$ cat config.mk
export PLATFORM = sky130hd
export DESIGN_NAME = prime_uart_tx
export DESIGN_NICKNAME = d
export VERILOG_FILES = /design/src/rtl/prime_uart_tx.sv
export SDC_FILE = /design/constraint.sdc
export NUM_CORES = 1
export LEC_CHECK = 0
export CORE_MARGIN = 2
export CORE_UTILIZATION = 40
export DETAILED_ROUTE_END_ITERATION = 12
export PLACE_DENSITY = 0.65
export SETUP_SLACK_MARGIN = 0.5
export SYNTH_ARGS = -nofsm -noshare
export SYNTH_HDL_FRONTEND = slang
export SYNTH_SLANG_ARGS = --single-unit
$ cat constraint.sdc
create_clock -name clk -period 5.91 [get_ports clk]
set_input_delay 1.182 -clock clk [delete_from_list [all_inputs] [get_ports clk]]
set_output_delay 1.182 -clock clk [all_outputs]
set_load 0.02 [all_outputs]
$ cat src/rtl/prime_uart_tx.sv
// Prints one unsigned value per handshake as decimal ASCII (leading zeros suppressed)
// followed by CR LF on an 8N1 UART line.
//
// state | meaning
// IDLE  | ready for a value, line idle high
// CONV  | double-dabble binary to BCD, one shift per clock
// LOAD  | build the next 10-bit frame {stop, byte, start}
// TX    | shift the frame out LSB first, CLKS_PER_BIT clocks per bit
module prime_uart_tx #(
   parameter int WIDTH_LOG    = 4,
   parameter int CLKS_PER_BIT = 104
) (
   input  logic                        clk,
   input  logic                        rst,
   input  logic [(1<<WIDTH_LOG)-1:0]   val,
   input  logic                        val_valid,
   output logic                        val_ready,
   output logic                        busy,
   output logic                        tx
);
   localparam int W      = 1 << WIDTH_LOG;
   localparam int DIGITS = ((W * 1233) >> 12) + 1;
   localparam int BW     = DIGITS * 4;
   localparam int BIW    = $clog2(DIGITS + 2);
   localparam int BAUD_W = $clog2(CLKS_PER_BIT);

   localparam logic [1:0] IDLE = 2'd0;
   localparam logic [1:0] CONV = 2'd1;
   localparam logic [1:0] LOAD = 2'd2;
   localparam logic [1:0] TX   = 2'd3;

   logic [1:0]           state;
   logic [W-1:0]         bin;
   logic [BW-1:0]        bcd;
   logic [BW-1:0]        bcd_adj;
   logic [BW-1:0]        bcd_next;
   logic [WIDTH_LOG-1:0] conv_cnt;
   logic [BIW-1:0]       byte_idx;
   logic [BIW-1:0]       msd;
   logic [BIW-1:0]       start_idx;
   logic [BIW-1:0]       dsel;
   logic [3:0]           cur_digit;
   logic [7:0]           cur_byte;
   logic [9:0]           frame;
   logic [3:0]           bit_cnt;
   logic [BAUD_W-1:0]    baud_cnt;
   logic                 tx_q;
   logic                 rdy;

   always_comb begin
      bcd_adj = bcd;
      for (int i = 0; i < DIGITS; i++) begin
         if (bcd[i*4 +: 4] >= 4'd5)
            bcd_adj[i*4 +: 4] = bcd[i*4 +: 4] + 4'd3;
      end
      bcd_next = {bcd_adj[BW-2:0], bin[W-1]};
   end

   // Byte positions 0..DIGITS-1 are digits MSB first; leading zeros are skipped
   // by starting the index at the most significant nonzero digit.
   always_comb begin
      msd = '0;
      for (int i = 0; i < DIGITS; i++) begin
         if (bcd_next[i*4 +: 4] != 4'd0)
            msd = BIW'(i);
      end
      start_idx = BIW'(DIGITS - 1) - msd;
   end

   always_comb begin
      dsel      = BIW'(DIGITS - 1) - byte_idx;
      cur_digit = 4'd0;
      for (int i = 0; i < DIGITS; i++) begin
         if (dsel == BIW'(i))
            cur_digit = bcd[i*4 +: 4];
      end
      if (byte_idx == BIW'(DIGITS))
         cur_byte = 8'h0D;
      else if (byte_idx == BIW'(DIGITS + 1))
         cur_byte = 8'h0A;
      else
         cur_byte = {4'h3, cur_digit};
   end

   always_ff @(posedge clk) begin
      if (rst) begin
         state    <= IDLE;
         rdy      <= 1'b0;
         tx_q     <= 1'b1;
         bin      <= '0;
         bcd      <= '0;
         conv_cnt <= '0;
         byte_idx <= '0;
         frame    <= '1;
         bit_cnt  <= '0;
         baud_cnt <= '0;
      end else begin
         tx_q <= (state == TX) ? frame[0] : 1'b1;
         case (state)
            IDLE: begin
               rdy <= 1'b1;
               if (val_valid && rdy) begin
                  bin      <= val;
                  bcd      <= '0;
                  conv_cnt <= WIDTH_LOG'(W - 1);
                  rdy      <= 1'b0;
                  state    <= CONV;
               end
            end
            CONV: begin
               bcd <= bcd_next;
               bin <= {bin[W-2:0], 1'b0};
               if (conv_cnt == '0) begin
                  byte_idx <= start_idx;
                  state    <= LOAD;
               end else begin
                  conv_cnt <= conv_cnt - 1'b1;
               end
            end
            LOAD: begin
               frame    <= {1'b1, cur_byte, 1'b0};
               bit_cnt  <= 4'd0;
               baud_cnt <= BAUD_W'(CLKS_PER_BIT - 1);
               state    <= TX;
            end
            TX: begin
               if (baud_cnt == '0) begin
                  baud_cnt <= BAUD_W'(CLKS_PER_BIT - 1);
                  frame    <= {1'b1, frame[9:1]};
                  if (bit_cnt == 4'd9) begin
                     if (byte_idx == BIW'(DIGITS + 1)) begin
                        rdy   <= 1'b1;
                        state <= IDLE;
                     end else begin
                        byte_idx <= byte_idx + 1'b1;
                        state    <= LOAD;
                     end
                  end else begin
                     bit_cnt <= bit_cnt + 4'd1;
                  end
               end else begin
                  baud_cnt <= baud_cnt - 1'b1;
               end
            end
            default: state <= IDLE;
         endcase
      end
   end

   assign val_ready = rdy;
   assign busy      = (state != IDLE);
   assign tx        = tx_q;
endmodule

==> summary.txt, run 1 <==
Status
  – Outcome: finished, final reports clean

Critical path
  – CP Data Arrival Time: 2040 ps
  – R2r setup slk: 2970 ps
  – Critical Path End Type: output pin
  – Crit Path Class: register to output pin
  – Reg2Reg Depth: 13
  – Startpoint Class: register
  – Worst-path maximum fanout: 19
  – Critical Path Max Stage Delay: 770 ps
  – Reg-to-Reg End: byte_idx[1]
  – Top delay family on crit path: flip-flops
  – Reg2reg start: bcd[13]
  – Critical Path Slowest Stage Cell: dfxtp_1
  – Critical path required time: 4730 ps
  – WP buf/inv: 1
  – Critical Path, Cell by Cell: or2_2 > clkdlybuf4s50_1

Global route
  – Met1 Usage GRT: 0.2247
  – Initial antenna violation count: 0
  – Largest net degree at the start of global routing: 70
  – Grt met2 use: 0.2826
  – GR Util met3: 0.02705
  – Top Usage Layer GRT: met2
  – GRT overflow: 0
  – Vias in the first global route: 3102
  – GRT Util Overall: 0.1739
  – First-pass GRT wire length: 14.30 mm

Finish
  – Final Cell Area: 4228 um2
  – Antenna cells: 0
  – Layout Nets: 526
  – Share of cells above drive strength 1: 0.06517
  – Synthesis-to-finish area growth: 12.41%
  – Fin util: 0.4597

Route
  – Via density: 5.551
  – Post-route ant nets: 0
  – Pre-antenna DRT Iters: 4
  – Final wirelength: 8.501 mm
  – DRC viols: 0
  – Drt wl/cell: 14.12 um
  – DR iter-0 viols: 141
  – Via Count: 3342

Synthesis
  – Sequential fraction of the synthesis area: 0.3566
  – Post-synth EDFFs: 0
  – Ys Warns: 0
  – Unique masters post-synth: 54
  – Ys flop type: dfxtp_1
  – Syn Area/Cell: 7.803 um2
  – #FFs+latches synth: 67
  – Synthesized Nets: 522
  – Cell count after synthesis: 482
  – Post-synthesis cell area: 3761 um2
  – Synth async-reset ratio: 0

Placed design
  – Post-detail-place hpwl: 5.682 mm
  – Placed Area: 4004 um2
  – # port buffers: 21
  – Post-Place Setup Slack: 2668 ps
  – Routability congestion estimate: 0.8147

Pwr
  – Worst vdd ir: 142.1 uV
  – Pwr per Cell Area: 366.9 nW/um2
  – Leakage power total: 1.536 nW

STA
  – Post-route worst setup slack: 2691 ps
  – Final clock skew: 10.41 ps
  – Crit share post-route: 0.5447
  – Worst-margin pin slew: 1159 ps
  – Setup violations, final: 0
  – Unrepaired setup endpoints after global routing: no
  – Final TNS setup: 0 ps
  – Final hold vios: 0
  – Min Hold Slack: 460.2 ps
  – Rel. slew slack: 0.2264
  – Fmax: 0.3107 GHz
  – Min Tclk post-route: 3219 ps
  – Slew Limit Fails: 0

CTS
  – CTS tree: built
  – Latest clock arrival within the worst-skew pair: 360 ps
  – Largest buffer count on any clock path: 2
  – H-tree level count: 3
  – Cts hold-fix bufs: 0
  – Post-CTS sizing: 0
  – Clock transition at path regs: 80 ps
  – Clock sinks: 67
  – CTS Buf Count: 9
  – Post-CTS Setup Bufs: 0
  – Root buf cell: clkbuf_8

Floorplanning
  – Die height: 101.0 um
  – I/O Pins: 22
  – Starting Density: 0.4090
  – FP Rows: 35
  – Die Span X: 101.0 um
  – Die area: 10190 um2
  – Area of the core: 9196 um2

Min path
  – Hold Path End: frame[6]
  – Worst hold path type: register to register
  – Min-Delay Startpoint: frame[6]
  – Number of stages on the worst hold path: 1

Job
  – # Max-Cap Violations: 0
## cell type report
| class | instances | area, um2 |
|---|---|---|
| sequential | 67 | 1341 |
| multi-input combinational | 362 | 2217 |
| timing repair buffer | 23 | 220.2 |
| tap | 111 | 138.9 |
| clock buffer | 9 | 123.9 |
| clock inverter | 7 | 100.1 |
| inverter | 23 | 86.33 |
| fill | 917 | 4969 |
## per-layer routing
layer,vias to the layer above,part of all wire
li1,1715,-
met1,1569,0.48
met2,45,0.47
met3,13,0.032
met4,0,0.019
met5,-,0
## placed cells by master (no fill, tap or decap), types with 10 or more instances in the layout
cell type and n:
nor2_1 72, dfxtp_1 67, nand2_1 57, a21oi_1 42, inv_1 23, o21ai_0 21, ha_1 21, clkdlybuf4s50_1 20
a311oi_1 18, a22oi_1 13, nand2b_1 10, nor3_1 10
## power breakdown
group	leakage, nW	switching, W	internal [W]	total (W)
Sequential	0.546	0.0000811	0.000538	0.000619
Clock	0.114	0.000196	0.000240	0.000436
Combinational	0.876	0.000305	0.000191	0.000495
Total	1.54	0.000582	0.000969	0.00155
## registers in the layout (all words and copies together) (netlist names)
name / cells
conv_cnt: 4
byte_idx: 3
val_ready: 1
bin: 16
bit_cnt: 4
state: 2
bcd: 20
tx: 1
frame: 9
baud_cnt: 7
## synth_stat cells, types with 3 or more instances
library cell	number	area (um2)
nor2b_1	3	18.77
a31oi_1	4	25.02
nand2_1	57	214.0
inv_1	23	86.33
nor2_1	73	274.0
o21ai_0	21	105.1
a2111oi_0	3	26.28
nand3b_1	6	45.04
ha_1	21	262.8
nand2b_1	10	62.56
xor2_1	4	35.03
nand3_1	6	30.03
mux2i_1	4	40.04
nor3b_1	7	52.55
a21oi_1	42	210.2
and3_1	3	18.77
or2_2	3	18.77
nor3_1	10	50.05
a22oi_1	13	97.59
o221ai_1	3	26.28
a211oi_1	3	22.52
dfxtp_1	67	1341
xnor2_1	7	61.31
o31ai_1	6	45.04
a311oi_1	18	157.7
clkbuf_1	27	101.4
## worst max path at each step
stage,startpoint,endpoint,slack [ps],cells past startpoint
after floorplan,bcd[13],byte_idx[1],3550,13
after global placement,val_valid,bcd[3],2750,6
after detailed placement,val_valid,bcd[7],2670,6
after CTS,state[0],busy,2690,2
after global routing,state[0],busy,2610,2
final,state[0],busy,2690,2
## logic make-up after synthesis
logic type,after synthesis,synth area share
XOR/XNOR,11,0.02561
adder cells (fa/ha/maj),21,0.06986
AND/OR/NAND/NOR,190,0.2352
flip-flops,67,0.3566
AO/OA/AOI/OAI,135,0.2438
buffers and inverters,53,0.05522
multiplexers,5,0.01364
## per-stage QoR
step,power (W),std cells
after floorplan,0.001015,482
after global placement,0.001110,586
after detailed placement,0.001122,586
after CTS,0.001563,602
after global routing,0.001657,602
final,0.001551,602
Power figures use the tool's default switching activity.
==> run 2: changes to the inputs <==
clock period = 3.18 ns   (was 5.91 ns; I/O delays follow)
==> run 2 against run 1 <==
  * Largest power group unchanged
  * Clock-buffer cell count is 1 higher
  * Hold slack hardly changed
  * Power is 81% higher
  * Non-clock buffer count is 4 higher
  * Cell count is 0.66% higher
  * Design area is 0.36% higher
  * Register-to-register slack worse by 2400 ps
  * Utilization is 0.16 points higher
  * Critical path depth is 11 higher
  * Clock skew is 5.3 ps lower
  * First-iteration DRC count is 18% higher
  * Sequential share of layout area is 0.083 points lower
  * Largest cell class unchanged
==> summary.txt, run 2 (synthesis results as in run 1) <==
CTS
  – Latest clock arrival within the worst-skew pair: 340 ps (was 360 ps)
  – H-tree level count: 3 (unchanged)
  – Clock transition at path regs: 70 ps (was 80 ps)
  – Root buf cell: clkbuf_8 (unchanged)
  – CTS Buf Count: 9 (unchanged)
  – Largest buffer count on any clock path: 2 (unchanged)
  – Cts hold-fix bufs: 0 (unchanged)
  – Post-CTS Setup Bufs: 0 (unchanged)
  – CTS tree: built (unchanged)
  – Post-CTS sizing: 1 (was 0)
  – Clock sinks: 67 (unchanged)

Finish
  – Final Cell Area: 4243 um2 (was 4228 um2)
  – Commonest non-fill, non-tap cell in the layout: nor2_1 (unchanged)
  – Antenna cells: 0 (unchanged)
  – Commonest non-fill, non-tap cells in the layout: nor2_1 (72), dfxtp_1 (66), nand2_1 (57) (was nor2_1 (72), dfxtp_1 (67), nand2_1 (57))
  – Largest Register: bcd (unchanged)
  – Layout Nets: 530 (was 526)
  – Filler Cell Count: 931 (was 917)
  – Share of cells above drive strength 1: 0.07677 (was 0.06517)
  – Fin util: 0.4614 (was 0.4597)
  – Largest register FFs: 20 (unchanged)
  – Top flop regs: bcd x20, bin x16, frame x9 (unchanged)
  – Synthesis-to-finish area growth: 12.81% (was 12.41%)

Min path
  – Min-Delay Startpoint: frame[6] (unchanged)
  – Number of stages on the worst hold path: 1 (unchanged)
  – Hold Path End: frame[6] (unchanged)
  – Worst hold path type: register to register (unchanged)

STA
  – Setup violations, final: 0 (unchanged)
  – Min Tclk post-route: 2562 ps
  – Final hold vios: 0 (unchanged)
  – Crit share post-route: 0.8057
  – Final clock skew: 5.086 ps (was 10.41 ps)
  – Unrepaired setup endpoints after global routing: yes (was no)
  – Rel. slew slack: 0.4666 (was 0.2264)
  – Fmax: 0.3903 GHz
  – Worst-margin pin slew: 800.1 ps (was 1159 ps)
  – Post-route worst setup slack: 617.7 ps (was 2691 ps)
  – Final TNS setup: 0 ps (unchanged)
  – Min Hold Slack: 460.0 ps (was 460.2 ps)
  – Slew Limit Fails: 0 (unchanged)

Pwr
  – Internal Power: 0.001757 W (was 0.0009694 W)
  – Pwr per Cell Area: 661.2 nW/um2 (was 366.9 nW/um2)
  – Sequential share of power: 0.409 (was 0.399)
  – Combinational group share of total power: 0.335 (was 0.319)
  – Sw Share: 0.3737 (was 0.3750)
  – Worst vdd ir: 232.4 uV (was 142.1 uV)
  – Clk pwr share: 0.257 (was 0.281)
  – NetSw: 0.001049 W (was 0.0005817 W)
  – Leakage power total: 1.541 nW (was 1.536 nW)

Critical path
  – R2r setup slk: 620 ps (was 2970 ps)
  – Reg2Reg Depth: 13 (unchanged)
  – Critical Path End Type: register (was output pin)
  – Critical path required time: 3380 ps (was 4730 ps)
  – Reg2reg start: bcd[13] (unchanged)
  – Worst-path maximum fanout: 5 (was 19)
  – Reg-to-Reg End: byte_idx[1] (unchanged)
  – CP Data Arrival Time: 2770 ps (was 2040 ps)
  – Crit Path Class: register to register (was register to output pin)
  – Startpoint Class: register (unchanged)

Route
  – Drt wl/cell: 14.00 um (was 14.12 um)
  – Via Count: 3338 (was 3342)
  – Post-route ant nets: 0 (unchanged)
  – Pre-antenna DRT Iters: 4 (unchanged)
  – DRC viols: 0 (unchanged)
  – Via density: 5.508 (was 5.551)
  – DR iter-0 viols: 166 (was 141)
  – Final wirelength: 8.483 mm (was 8.501 mm)

Global route
  – GRT overflow: 0 (unchanged)
  – GRT Util Overall: 0.1754 (was 0.1739)
  – Vias in the first global route: 3136 (was 3102)
  – Largest net degree at the start of global routing: 45 (was 70)
  – First-pass GRT wire length: 14.50 mm (was 14.30 mm)
  – Initial antenna violation count: 0 (unchanged)

Floorplanning
  – Die area: 10190 um2 (unchanged)
  – FP Rows: 35 (unchanged)
  – Die height: 101.0 um (unchanged)
  – Starting Density: 0.4090 (unchanged)
  – I/O Pins: 22 (unchanged)
  – Die Span X: 101.0 um (unchanged)
  – Area of the core: 9196 um2 (unchanged)

Placed design
  – Placed Area: 4034 um2 (was 4004 um2)
  – # port buffers: 21 (unchanged)
  – Post-detail-place hpwl: 6.019 mm (was 5.682 mm)
  – Routability congestion estimate: 0.8286 (was 0.8147)
  – Post-Place Setup Slack: 481.1 ps (was 2668 ps)

Status
  – Outcome: finished, final reports clean (unchanged)

Job
  – # Max-Cap Violations: 0 (unchanged)
run 2: changes by cell type in the layout (fill, tap and decap cells not counted), sizes merged:
cell / change
bufinv: -1
clkbuf: +1
clkinv: -2
clkinvlp: +2
buf: +4
run 2: worst max-delay path: stages (launching register included):
cell,delay (ps)
dfxtp_1,410
inv_1,100
ha_1,170
nand2b_1,160
a2111oi_1,400
a31o_2,150
and3_1,160
a21boi_2,190
nand2b_1,120
ha_1,220
nand2_1,60
nand2_1,70
mux2i_1,140
nor2_1,50
run 2: area by class of cell:
cell class              count  area, um2  area share
multi-input cells         362       2223      0.5240
flip-flops and latches     67       1343      0.3164
repair buffers             27      250.2     0.05898
well taps                 111      138.9     0.03273
clock buffers              10      137.6     0.03244
inverters                  23      86.33     0.02035
clock inverters             6      63.81     0.01504
run 2: worst max-delay path by stage:
stage / start / to / slack [ps] / depth (start not counted)
global route: bcd[13] / byte_idx[1] / 460 / 13
finish: bcd[13] / byte_idx[1] / 620 / 13
floorplan: bcd[13] / byte_idx[1] / 820 / 13
global placement: bcd[13] / byte_idx[1] / 660 / 13
CTS: bcd[13] / byte_idx[1] / 530 / 13
detailed placement: bcd[13] / byte_idx[1] / 480 / 13
run 2: power groups by stage:
| stage | clock, W | sequential, W | combinational (W) |
|---|---|---|---|
| 2_1_floorplan | 0 | 0.00110 | 0.000788 |
| 3_3_place_gp | 0 | 0.00116 | 0.000917 |
| 3_5_place_dp | 0 | 0.00116 | 0.000945 |
| 4_1_cts | 0.000739 | 0.00115 | 0.000948 |
| 5_1_grt | 0.000777 | 0.00118 | 0.00106 |
| 6_report | 0.000720 | 0.00115 | 0.000939 |
run 2: metrics by stage:
step / std cells / power, W
3_3_place_gp: 590 / 0.002077
6_report: 606 / 0.002805
2_1_floorplan: 482 / 0.001886
4_1_cts: 606 / 0.002832
5_1_grt: 606 / 0.003013
3_5_place_dp: 590 / 0.002109
run 2: per-layer routing:
metal  up-vias  wire [um]  global-route usage
met5         -          0                   0
met4         0        132             0.06237
met3        12        222             0.02913
met2        38       3908              0.2790
met1      1564       4220              0.2396
li1       1724          -                   -
==> run 3: changes to the inputs <==
PLACE_DENSITY = 0.67   (was 0.65)
clock period = 2.2 ns   (was 3.18 ns; I/O delays follow)
==> run 3 against run 2 <==
  * Fmax rose by 17%
  * Sequential cell count did not move
  * Via count rose by 6.5%
  * Critical endpoint unchanged
  * Largest cell class unchanged
  * Highest routed layer unchanged
==> summary.txt, run 3 (synthesis results as in run 1) <==
Finish
  – Commonest non-fill, non-tap cells in the layout: nor2_1 (70), dfxtp_1 (59), nand2_1 (53) (was nor2_1 (72), dfxtp_1 (66), nand2_1 (57))
  – Layout Nets: 573 (was 530)
  – Synthesis-to-finish area growth: 30.17% (was 12.81%)
  – Final Cell Area: 4896 um2 (was 4243 um2)
  – Share of cells above drive strength 1: 0.2379 (was 0.07677)
  – Largest Register: bcd (unchanged)
  – Antenna cells: 0 (unchanged)
  – Top flop regs: bcd x20, bin x16, frame x9 (unchanged)
  – Final Instance Count excl. Fillers: 649 (was 606)
  – Commonest non-fill, non-tap cell in the layout: nor2_1 (unchanged)
  – Largest register FFs: 20 (unchanged)

Global route
  – Initial antenna violation count: 0 (unchanged)
  – GRT Util Overall: 0.1823 (was 0.1754)
  – First-pass GRT wire length: 14.97 mm (was 14.50 mm)
  – Largest net degree at the start of global routing: 37 (was 45)
  – GRT overflow: 0 (unchanged)
  – Vias in the first global route: 3269 (was 3136)

CTS
  – Cts hold-fix bufs: 0 (unchanged)
  – CTS tree: built (unchanged)
  – H-tree level count: 3 (unchanged)
  – Clock transition at path regs: 80 ps (was 70 ps)
  – Largest buffer count on any clock path: 2 (unchanged)
  – Latest clock arrival within the worst-skew pair: 350 ps (was 340 ps)
  – Clock sinks: 67 (unchanged)
  – CTS Buf Count: 9 (unchanged)
  – Root buf cell: clkbuf_8 (unchanged)

Critical path
  – Worst-path maximum fanout: 3 (was 5)
  – Reg-to-Reg End: byte_idx[1] (unchanged)
  – R2r setup slk: 10 ps (was 620 ps)
  – Reg2reg start: bcd[13] (unchanged)
  – Reg2Reg Depth: 13 (unchanged)
  – Startpoint Class: register (unchanged)
  – Critical path required time: 2410 ps (was 3380 ps)
  – Critical Path End Type: register (unchanged)
  – CP Data Arrival Time: 2400 ps (was 2770 ps)
  – Crit Path Class: register to register (unchanged)

STA
  – Rel. slew slack: 0.5363 (was 0.4666)
  – Fmax: 0.4570 GHz (was 0.3903 GHz)
  – Final clock skew: 10.44 ps (was 5.086 ps)
  – Worst-margin pin slew: 695.5 ps (was 800.1 ps)
  – Slew Limit Fails: 0 (unchanged)
  – Final hold vios: 0 (unchanged)
  – Unrepaired setup endpoints after global routing: yes (unchanged)
  – Setup violations, final: 0 (unchanged)
  – Min Tclk post-route: 2188 ps (was 2562 ps)
  – Crit share post-route: 0.9947 (was 0.8057)

Placed design
  – Routability congestion estimate: 0.7901 (was 0.8286)
  – Placed Area: 4385 um2 (was 4034 um2)
  – Placed Instances: 617 (was 590)
  – # port buffers: 21 (unchanged)
  – Post-detail-place hpwl: 6.245 mm (was 6.019 mm)

Pwr
  – Worst vdd ir: 500.3 uV (was 232.4 uV)
  – Pwr per Cell Area: 986.0 nW/um2 (was 661.2 nW/um2)
  – Leakage power total: 1.847 nW (was 1.541 nW)

Min path
  – Number of stages on the worst hold path: 1 (unchanged)
  – Hold Path End: frame[6] (unchanged)
  – Worst hold path type: register to register (unchanged)
  – Min-Delay Startpoint: frame[6] (unchanged)

Floorplanning
  – FP Rows: 35 (unchanged)
  – I/O Pins: 22 (unchanged)
  – Die area: 10190 um2 (unchanged)
  – Starting Density: 0.4090 (unchanged)
  – Die height: 101.0 um (unchanged)
  – Area of the core: 9196 um2 (unchanged)
  – Die Span X: 101.0 um (unchanged)

Route
  – Final wirelength: 9.139 mm (was 8.483 mm)
  – Pre-antenna DRT Iters: 4 (unchanged)
  – Via density: 5.479 (was 5.508)
  – DRC viols: 0 (unchanged)
  – Met2 wire length: 4.413 mm (was 3.908 mm)
  – Met3 wire len: 356 um (was 222 um)
  – Via Count: 3556 (was 3338)
  – DR iter-0 viols: 166 (unchanged)
  – Post-route ant nets: 0 (unchanged)
  – Top layer in use: met4 (unchanged)
  – DRT met1 WL: 4.219 mm (was 4.220 mm)
  – Drt wl/cell: 14.08 um (was 14.00 um)

Status
  – Outcome: finished, final reports clean (unchanged)

Job
  – # Max-Cap Violations: 0 (unchanged)
==> run 3: worst max-delay path by stage <==
| stage | from | endpoint | slack, ps | cells past startpoint |
|---|---|---|---|---|
| after floorplan | bcd[13] | byte_idx[1] | 40 | 13 |
| after global placement | bcd[13] | byte_idx[1] | 0.3 | 13 |
| after detailed placement | bcd[13] | byte_idx[1] | -40 | 13 |
| after CTS | bcd[13] | byte_idx[1] | -8 | 13 |
| after global routing | bcd[13] | byte_idx[1] | -100 | 13 |
| final | bcd[13] | byte_idx[1] | 10 | 13 |
==> run 3: worst max-delay path: stages (launching register included) <==
cell and delay, ps:
dfxtp_4 360, inv_4 50, ha_4 140, nand2b_4 150
a2111oi_4 280, a31o_2 140, and3_4 160, a21boi_2 170
nand2b_4 150, ha_4 190, nand2_2 40, nand2_1 50
mux2i_1 120, nor2_1 50
==> run 3: layout make-up <==
type,count,area [um2]
Sequential cell,67,1354
Fill cell,858,4300
Clock inverter,6,112.6
Clock buffer,10,127.6
Tap cell,111,138.9
Multi-Input combinational cell,362,2456
Inverter,23,95.09
Timing Repair Buffer,70,611.8
==> run 3: through the flow <==
step	total power [W]	utilization	worst slack (ps)	hold slack (ps)	setup TNS [ps]
final	0.004827	0.5324	11.58	471.5	0
after floorplan	0.002816	-	41.21	433.8	0
after CTS	0.004622	0.5152	-7.561	476.5	-7.561
after detailed placement	0.003206	0.4769	-35.41	459.2	-35.41
after global routing	0.005149	0.5324	-102.8	489.3	-102.8
after global placement	0.003162	0.4769	0.2547	443.9	0
==> run 3: what timing repair did <==
action,4_1_cts,5_1_grt
pin swaps,7,5
endpoints found under the setup margin,28,51
resized for setup,27,27
buffers inserted,7,9
==> run 3: power breakdown <==
group	internal (W)	leakage, nW	switching [W]
sequential	0.00145	0.551	0.000165
clock	0.000758	0.121	0.000504
combinational	0.000890	1.18	0.00106
==> run 3: routing by layer <==
metal	vias to the layer above	GRT usage
met3	14	0.04300
met4	0	0.06029
met5	-	0
met2	58	0.2995
met1	1671	0.2353
li1	1813	-
